### config.mk
export PLATFORM = sky130hd
export DESIGN_NAME = wtb_load_ctrl
export DESIGN_NICKNAME = d
export VERILOG_FILES = /design/src/rtl/wtb_load_ctrl.sv
export SDC_FILE = /design/constraint.sdc
export NUM_CORES = 1
export LEC_CHECK = 0
export ABC_AREA = 1
export BUFFER_PORTS_ARGS = -buffer_cell sky130_fd_sc_hd__buf_2
export CORE_UTILIZATION = 50
export CTS_CLUSTER_DIAMETER = 50
export CTS_CLUSTER_SIZE = 12
export DETAILED_ROUTE_END_ITERATION = 12
export GPL_TIMING_DRIVEN = 0
export PLACE_DENSITY = 0.73
export SLEW_MARGIN = 20
export SYNTH_ARGS = -nofsm -noshare
export SYNTH_HDL_FRONTEND = slang
export SYNTH_SLANG_ARGS = --single-unit
### constraint.sdc
create_clock -name clk -period 1.5 [get_ports clk]
set_input_delay 0.225 -clock clk [delete_from_list [all_inputs] [get_ports clk]]
set_output_delay 0.225 -clock clk [all_outputs]
set_load 0.005 [all_outputs]
### src/rtl/wtb_load_ctrl.sv
// Wavetable load controller: queues program-change requests, issues one load
// at a time to the wavetable loader and tracks completion, retries and timeouts.
module wtb_load_ctrl #(
  parameter int FIFO_DEPTH = 4,
  parameter int TIMEOUT    = 1024,
  parameter int MAX_RETRY  = 1
) (
  input  logic       clk,
  input  logic       rst_n,
  input  logic       prog_chg,
  input  logic [6:0] prog_num,
  output logic       wtb_load,
  output logic [4:0] wtb_num,
  input  logic [4:0] wtb_load_num,
  input  logic       wtb_load_done,
  output logic       busy,
  output logic [4:0] cur_wtb,
  output logic       cur_valid,
  output logic       ovf_err,
  output logic       rng_err,
  output logic       tmo_err,
  output logic       mis_err,
  output logic [1:0] dbg_state
);

  // Handshake: a request is taken on any cycle with prog_chg=1 (no back-pressure);
  // the loader sees a one-cycle wtb_load strobe and answers with wtb_load_done,
  // which only counts while the controller is waiting for it.

  localparam int AW = (FIFO_DEPTH > 1) ? $clog2(FIFO_DEPTH) : 1;
  localparam int TW = $clog2(TIMEOUT + 1);
  localparam int RW = (MAX_RETRY > 0) ? $clog2(MAX_RETRY + 1) : 1;
  localparam logic [TW-1:0] TMO_LAST  = TW'(TIMEOUT - 1);
  localparam logic [RW-1:0] RETRY_MAX = RW'(MAX_RETRY);

  typedef enum logic [1:0] {
    IDLE  = 2'd0,
    ISSUE = 2'd1,
    WAIT  = 2'd2,
    DONE  = 2'd3
  } state_t;

  state_t state, state_next;

  // Request FIFO with one extra pointer bit to tell full from empty.
  logic [4:0]  mem [FIFO_DEPTH];
  logic [AW:0] wr_ptr, rd_ptr;
  logic        empty, full;
  logic        req_ok, push, pop;
  logic        ovf_next, rng_next;

  assign empty    = (wr_ptr == rd_ptr);
  assign full     = (wr_ptr[AW] != rd_ptr[AW]) && (wr_ptr[AW-1:0] == rd_ptr[AW-1:0]);
  assign req_ok   = prog_chg && (prog_num[6:5] == 2'b00);
  assign push     = req_ok && (!full || pop);
  assign ovf_next = req_ok && full && !pop;
  assign rng_next = prog_chg && (prog_num[6:5] != 2'b00);

  always_ff @(posedge clk) begin
    if (push) mem[wr_ptr[AW-1:0]] <= prog_num[4:0];
  end

  always_ff @(posedge clk or negedge rst_n) begin
    if (!rst_n) begin
      wr_ptr <= '0;
      rd_ptr <= '0;
    end else begin
      if (push) wr_ptr <= wr_ptr + (AW+1)'(1);
      if (pop)  rd_ptr <= rd_ptr + (AW+1)'(1);
    end
  end

  logic [RW-1:0] retry_cnt;
  logic [TW-1:0] wait_cnt;
  logic          retry_inc;
  logic          mis_next, tmo_next, commit;

  always_comb begin
    state_next = state;
    pop        = 1'b0;
    retry_inc  = 1'b0;
    mis_next   = 1'b0;
    tmo_next   = 1'b0;
    commit     = 1'b0;
    unique case (state)
      IDLE: begin
        if (!empty) begin
          pop        = 1'b1;
          state_next = ISSUE;
        end
      end
      ISSUE: state_next = WAIT;
      WAIT: begin
        if (wtb_load_done) begin
          if (wtb_load_num == wtb_num) begin
            state_next = DONE;
          end else begin
            mis_next = 1'b1;
            if (retry_cnt < RETRY_MAX) begin
              retry_inc  = 1'b1;
              state_next = ISSUE;
            end else begin
              state_next = IDLE;
            end
          end
        end else if (wait_cnt == TMO_LAST) begin
          // Timeouts are final: the request is dropped without a retry.
          tmo_next   = 1'b1;
          state_next = IDLE;
        end
      end
      DONE: begin
        commit     = 1'b1;
        state_next = IDLE;
      end
      default: state_next = IDLE;
    endcase
  end

  always_ff @(posedge clk or negedge rst_n) begin
    if (!rst_n) begin
      state     <= IDLE;
      wtb_num   <= '0;
      retry_cnt <= '0;
      wait_cnt  <= '0;
      cur_wtb   <= '0;
      cur_valid <= 1'b0;
      ovf_err   <= 1'b0;
      rng_err   <= 1'b0;
      tmo_err   <= 1'b0;
      mis_err   <= 1'b0;
    end else begin
      state   <= state_next;
      ovf_err <= ovf_next;
      rng_err <= rng_next;
      tmo_err <= tmo_next;
      mis_err <= mis_next;
      if (pop) begin
        wtb_num   <= mem[rd_ptr[AW-1:0]];
        retry_cnt <= '0;
      end else if (retry_inc) begin
        retry_cnt <= retry_cnt + RW'(1);
      end
      // Counter restarts on every entry to WAIT, including after a retry.
      if (state_next == WAIT && state != WAIT) begin
        wait_cnt <= '0;
      end else if (state == WAIT) begin
        wait_cnt <= wait_cnt + TW'(1);
      end
      if (commit) begin
        cur_wtb   <= wtb_num;
        cur_valid <= 1'b1;
      end
    end
  end

  assign wtb_load  = (state == ISSUE);
  assign busy      = (state != IDLE) || !empty;
  assign dbg_state = state;

endmodule

### Word level (Yosys, flattened, before mapping)

Memory sizes are Yosys's and may differ from the RTL's. A register that Yosys moved wholly into a read port is not among the register bits.
Cells that the tools add are included.

* mux-type cells: 25
* add/subtract/negate cells: 4
* $lt $le $gt $ge: 1
* reduce and logical (&&, ||, !) cells: 19
* equality and inequality tests: 10

Operator list (count)
* 11-bit 2-to-1 mux: 2
* 1-bit 2-to-1 mux: 18
* 11-bit by 1-bit adder with 11-bit output (second input constant): 1
* 11-bit by 10-bit == test with 1-bit output (second input constant): 1
* 2-bit 2-to-1 mux: 4
* 2-bit one-hot mux with 4 select lines: 1
* 2-bit nonzero test: 4
* 1-bit logical AND: 7
* 3-bit by 1-bit adder with 3-bit output (second input constant): 2
* 2-bit == test (second input constant): 3
* 5-bit == test: 1
* 1-bit logical NOT: 4
* 2-bit logical NOT: 2
* 3-bit == test: 1
* 2-bit by 1-bit == test with 1-bit output (second input constant): 1
* 2-bit == test: 1
* 1-bit logical OR: 2
* 2-bit inequality test (second input constant): 1
* 1-bit adder (second input constant): 1
* 1-bit < comparator (second input constant): 1
* 1-bit inequality test: 1

* bits of input ports: 16
* memories kept: 1
* output and inout bits: 19
* logic and storage cells: 71
* flip-flop bits (word level): 30
* bits in writable memories: 20

Memory list
* mem: words 4, bits a word 5, read ports 1, clocked after Yosys merged registers in 1, wr ports 1, RTL line 46 `logic [4:0] mem [FIFO_DEPTH];`

### Longest topological paths before layout

Gate-level depths: netlist of the first run.

* depth after elaboration: 8
* gate-level depth with buffers: 11
* gate-level depth less buffers: 10

### Least setup slack after synthesis of the first run

Ideal clock, no wire load.

* kind: register to register
* start point: register state[1], in the netlist dbg_state[1]
* end point: memory mem[0][0] (enable)
* data arrival time: 1.356 ns
* clock period less this slack: 1.696 ns
* cell stages (with the launch flop): 7
* buffers on the path: 0
* setup slack: -0.196 ns
* cells stage by stage: dfrtp_1 > inv_1 > ha_1 > nor2_2 > nand2_2 > nand2_4 > nor2_1

* word-level cells in the longest chain between the ends: 6

Ends and longest elaborated chain
* from (decl): RTL line 43 `state_t state, state_next;`
* from (signal assigned): RTL line 133 `state <= state_next;`
* 2-bit logical NOT: RTL line 85 `unique case (state)`
* 1-bit 2-to-1 mux: RTL line 85
* 1-bit logical OR: RTL line 55 `assign push = req_ok && (!full || pop);`
* 1-bit logical AND: RTL line 55
* 1-bit 2-to-1 mux: RTL line 60 `if (push) mem[wr_ptr[AW-1:0]] <= prog_num[4:0];`
* 1-bit 2-to-1 mux (implied by the code): RTL line 60
* to (decl): RTL line 46

No other way between the ends.

### Final worst setup path of the first run

* start point: register rd_ptr[0]
* end point: output port busy

* word-level cells in the longest chain between the ends: 3

Ends and longest elaborated chain
* from (decl): RTL line 47 `logic [AW:0] wr_ptr, rd_ptr;`
* from (signal assigned): RTL line 69 `if (pop) rd_ptr <= rd_ptr + (AW+1)'(1);`
* 3-bit == test: RTL line 52 `assign empty = (wr_ptr == rd_ptr);`
* 1-bit logical NOT: RTL line 158 `assign busy = (state != IDLE) || !empty;`
* 1-bit logical OR: RTL line 158
* to (decl): RTL line 16 `output logic busy,`

No other way between the ends.

==> results of run 1 <==
## cell usage after synthesis (3+ instances only)
master | count | area share, %
a21oi_1 | 12 | 2.3
a21oi_2 | 3 | 1.0
dfrtp_1 | 35 | 34
edfxtp_1 | 20 | 23
ha_1 | 12 | 5.7
inv_1 | 31 | 4.5
mux2i_1 | 3 | 1.1
nand2_1 | 44 | 6.3
nand2_4 | 3 | 1.3
nand3_1 | 8 | 1.5
nor2_1 | 32 | 4.6
nor2_2 | 6 | 1.4
o21ai_0 | 16 | 3.1
o22ai_1 | 3 | 0.72
xor2_1 | 4 | 1.3
## registers in the layout, summed over array words and instances (netlist names), 2 cells and up
signal and flops:
mem 20, dbg_state 2, cur_wtb 5, rd_ptr 3, wtb_num 5, wait_cnt 11
wr_ptr 3
## metrics by stage
step	total power (uW)	setup TNS [ps]	hold slack, ps
global route	6628	-1444	85.29
floorplan	4063	-177.9	-70.59
global placement	4607	-3559	346.9
detailed placement	4674	-4002	352.0
CTS	5945	-267.3	81.66
finish	6139	-154.2	90.76
## layer usage
metal / up-vias / GRT usage [%]
met5: - / 0
met4: 0 / 7.338
met3: 5 / 4.201
met2: 36 / 30.10
met1: 914 / 24.02
li1: 971 / -
## worst max-delay path, delay by kind of cell, from the launching register on
family	cells	cell delay, ps
AND/OR/NAND/NOR	2	270
buffers and inverters	1	140
XOR/XNOR	1	160
flip-flops	1	430
## repair_timing
item / in CTS / in global routing
setup endpoints to repair: 29 / 34
hold buffers: 1 / 0
pin swaps: 8 / 10
resized for setup: 11 / 21
endpoints found under the hold margin: 14 / 0
buffers inserted: 16 / 6
## logic make-up after synthesis
logic type	Yosys count	synth area share, %
compound gates	41	9.096
xor+xnor	8	3.255
fa+ha+maj	12	5.744
buf+inv	37	6.127
flops	55	56.49
mux	3	1.149
simple gates	103	18.14
## report_power, final
part / total (uW) / leakage, uW / switching (uW) / internal, uW
clock network: 881 / 0.0000511 / 528 / 353
logic: 3050 / 0.000865 / 1660 / 1400
registers: 2210 / 0.000612 / 277 / 1930
total: 6140 / 0.00153 / 2460 / 3680
## layout make-up
class,instances,area (um^2)
fill,390,1609
sequential,55,1480
multi-input combinational,167,1097
timing repair buffer,57,352.8
inverter,33,128.9
tap,67,83.83
clock buffer,5,68.82
buffer,3,30.03
clock inverter,3,28.78
## path summary, 6_finish.rpt
| path | start | endpoint | slack (ps) | cells after the start |
|---|---|---|---|---|
| max | rd_ptr[0]$_DFFE_PN0P_ | busy | -40 | 4 |
| min | prog_num[5] | ovf_err$_DFF_PN0_ | 90 | 2 |
| max reg2reg | dbg_state[0]$_DFF_PN0_ | wait_cnt[10]$_DFFE_PN0P_ | -30 | 10 |
| min reg2reg | cur_wtb[3]$_DFFE_PN0N_ | cur_wtb[3]$_DFFE_PN0N_ | 480 | 2 |
| max in group asynchronous | rst_n | dbg_state[1]$_DFF_PN0_ | 460 | 2 |
| min in group asynchronous | rst_n | wait_cnt[1]$_DFFE_PN0P_ | 490 | 2 |
==> results_dict.tcl, run 1 <==
set metrics [dict create \
    top_layer_used "met4" \
    vdd.ir_drop.worst_uv 872.9 \
    grt_pass1_wl_um 7555 \
    final_core_util_pct 67.03 \
    crit_path_start_kind "register" \
    violations "setup timing" \
    grt_use_total_pct 18.45 \
    worstPathCellList "xor2_1 > nor2_2 > nand3_1 > buf_2" \
    drt_wl_total_um 4831 \
    final_cell_mix "38 x nand2_1, 35 x buf_2, 32 x dfrtp_1, 28 x nor2_1, 27 x inv_1" \
    htree_levels 2 \
    dr_wl_met2_um 2341 \
    diodes 0 \
    die_x_um 74.30 \
    clock_latency_ps 320 \
    avgSynthCellArea_um2 10.09 \
    fin_crit_sh_pct 102.9 \
    gp_congestion 0.7894 \
    antenna_found_initial 0 \
    drt-met1-wl_um 2232 \
    grt_overflow_total 0 \
    synth.distinct_cells 37 \
    fin_cells 390 \
    relSlewSlack_pct 48.22 \
    drv_slew 0 \
    synth_area_um2 2614 \
    setup_ws_ps -43.50 \
    p_leak_uw 0.001528 \
    ys_ff_latch 55 \
    ys.flop_type "dfrtp_1" \
    wire_per_inst_um 12.39 \
    outcome "finished, violations left" \
    setup_violations 8 \
    area_growth_pct 25.13 \
    post-route-min-period_ps 1543 \
    drc 0 \
    via_per_inst 4.938 \
    pre_cts_slack_ps -259.4 \
    grt_max_degree 36 \
    final_common_cell "nand2_1" \
    tightest_slew_ps 776.7 \
    holdCritPathClass "in2reg" \
    path_clk_slew_ps 100 \
    cp_max_fo 3 \
    yosysSeqAreaShare_pct 56.49 \
    fp.dieH_um 74.30 \
    final_layout_size_suffix_gt1_share_pct 34.67 \
    power_density_nw_per_um2 1877 \
    syn-num-nets 287 \
    cp_data_required_time_ps 1270 \
    final_hold_viol_count 0 \
    placed_area_um2 2902 \
    die_area_um2 5520 \
    rows 25 \
    arrival_ps 1320 \
    synth_enable_flop_cells 20 \
    syn_inst 259 \
    grt_pass1_vias 1728 \
    pin_count 35 \
    clock_sinks 55 \
    num_vias 1926 \
    design.core.area_um2 4880 \
    cts_root_buf "clkbuf_8" \
    ys_warn_count 0 \
    rsz0062_at_grt "true" \
    io_buffers 34 \
    start_util_pct 53.56 \
    async_flop_share_pct 63.64 \
    fmax_mhz 647.9 \
    finClkSkew_ps 13.94 \
    endpoint_kind "output port" \
    critPathMaxStageDelay_ps 430 \
    firstDrtPassIters 4 \
    dr_wl_met3_um 189 \
    dp_hpwl_um 3125 \
    dp.cells 360 \
    drt_iter0_drc 158 \
    critPathSlowestCell "dfrtp_1" \
    path_class "reg2out" \
    cts_buffer_depth 2 \
    antenna_left 0 \
    cap_violations 0 \
    cts_buffers 5 \
    nNetsFinal 350 \
    cts_tree "built" \
    final_cell_area_um2 3271 \
]
Power figures use the tool's default switching activity.
==> run 2: changes to the inputs <==
Settings changed: CORE_UTILIZATION 50 to 47, PLACE_DENSITY 0.73 to 0.7, REMOVE_ABC_BUFFERS set to 1.
==> results_dict.tcl, run 2 (same netlist as run 1, synthesis figures left out) <==
set metrics [dict create \
    cts_tree "built" \
    diodes 0 \
    final_cell_area_um2 3276 \
    drt_iter0_drc 74 \
    violations "hold timing, setup timing" \
    cap_violations 0 \
    endpoint_kind "output port" \
    via_per_inst 4.887 \
    firstDrtPassIters 4 \
    area_growth_pct 25.32 \
    design.core.area_um2 5238 \
    drc 0 \
    outcome "finished, violations left" \
    drt_wl_total_um 5053 \
    rsz0062_at_grt "true" \
    hold_ws_ps -23.92 \
    vdd.ir_drop.worst_uv 725.3 \
    antenna_found_initial 0 \
    cts_root_buf "clkbuf_8" \
    cp_data_required_time_ps 1270 \
    fillers 422 \
    grt_pass1_vias 1840 \
    final_hold_viol_count 35 \
    die_area_um2 5864 \
    grt_use_total_pct 18.30 \
    pre_cts_slack_ps -550.3 \
    drv_slew 0 \
    largest_reg_flops 20 \
    final_layout_size_suffix_gt1_share_pct 34.58 \
    final_cell_mix "41 x nand2_1, 34 x buf_2, 31 x dfrtp_1, 28 x inv_1, 28 x nor2_1" \
    clock_latency_ps 300 \
    path_clk_slew_ps 100 \
    post-route-min-period_ps 1517 \
    relSlewSlack_pct 49.44 \
    fmax_mhz 659.4 \
    grt_max_degree 36 \
    cts_hold_buffers 0 \
    rows 26 \
    final_core_util_pct 62.54 \
    setup_violations 2 \
    nNetsFinal 348 \
    fin_crit_sh_pct 101.1 \
    clock_sinks 55 \
    grt_overflow_total 0 \
    fp.dieH_um 76.58 \
    io_buffers 34 \
    start_util_pct 49.90 \
    tightest_slew_ps 758.3 \
    dp_hpwl_um 3386 \
    htree_levels 2 \
    arrival_ps 1290 \
    cp_max_fo 2 \
    wire_per_inst_um 12.92 \
    path_class "reg2out" \
    cts_buffers 5 \
    setup_ws_ps -16.65 \
    num_vias 1911 \
    finClkSkew_ps 7.453 \
    gp_congestion 0.7743 \
    pin_count 35 \
    grt_pass1_wl_um 8390 \
    holdCritPathClass "in2async" \
    crit_path_start_kind "register" \
    final_common_cell "nand2_1" \
    power_density_nw_per_um2 1895 \
    placed_area_um2 2835 \
    antenna_left 0 \
    p_leak_uw 0.001505 \
    cts_buffer_depth 2 \
    die_x_um 76.58 \
]
[run 2: cell count changes in the layout (fill, tap and decap cells not counted), moves of 2 or more]
cell	previous run	this run
nand2_8	1	3
nand2_4	4	1
xor2_2	1	3
xor2_1	4	2
nand2_1	38	41
nand2_2	5	3
[run 2: critical path: stages (launching register included)]
cell	delay, ps
dfrtp_1	420
xor2_2	180
nor2_2	140
nand3_1	100
buf_2	140
[run 2: metal layers]
layer	track usage, %	routed length (um)
met1	23.08	2199
met3	3.593	160
met4	4.038	30
met2	32.43	2661
met5	0	0
[run 2: metrics by stage]
stage	power, uW	setup TNS (ps)	cells	hold slack, ps
floorplan	3829	-3713	255	-70.59
global placement	4370	-11470	359	346.2
detailed placement	4474	-12440	359	348.7
CTS	5877	-161.0	382	9.627
global route	6678	-784.9	391	40.73
finish	6207	-20.89	391	-23.92
[run 2: where the power goes]
group / switching [uW] / leakage (uW) / internal, uW
clock: 489 / 0.0000451 / 337
combinational: 1750 / 0.000849 / 1400
sequential: 301 / 0.000611 / 1930
total: 2540 / 0.00151 / 3670
[run 2: area by class of cell]
class	instances	area, um^2	area share, %
clock inverters	3	22.52	0.6875
clock buffers	5	68.82	2.101
well taps	70	87.58	2.674
multi-input cells	167	1124	34.30
flip-flops and latches	55	1481	45.23
repair buffers	58	361.6	11.04
inverters	33	130.1	3.973
[run 2: repair_timing]
action                                  in CTS  in global routing
resized for setup                           23                 21
endpoints found under the setup margin      42                 35
buffers inserted                            15                 10
pin swaps                                    6                  9
[run 2: worst paths after layout]
kind	depth (start not counted)	start	slack, ps	to
setup / recovery	4	wr_ptr[1]$_DFFE_PN0P_	-20	busy
hold / removal	1	rst_n	-20	wait_cnt[6]$_DFFE_PN0P_
setup reg to reg	10	dbg_state[0]$_DFF_PN0_	0	wait_cnt[6]$_DFFE_PN0P_
hold reg to reg	1	cur_valid$_DFFE_PN0N_	470	cur_valid$_DFFE_PN0N_
max in group asynchronous	1	rst_n	980	rd_ptr[1]$_DFFE_PN0P_
min in group clk	2	prog_num[5]	100	ovf_err$_DFF_PN0_
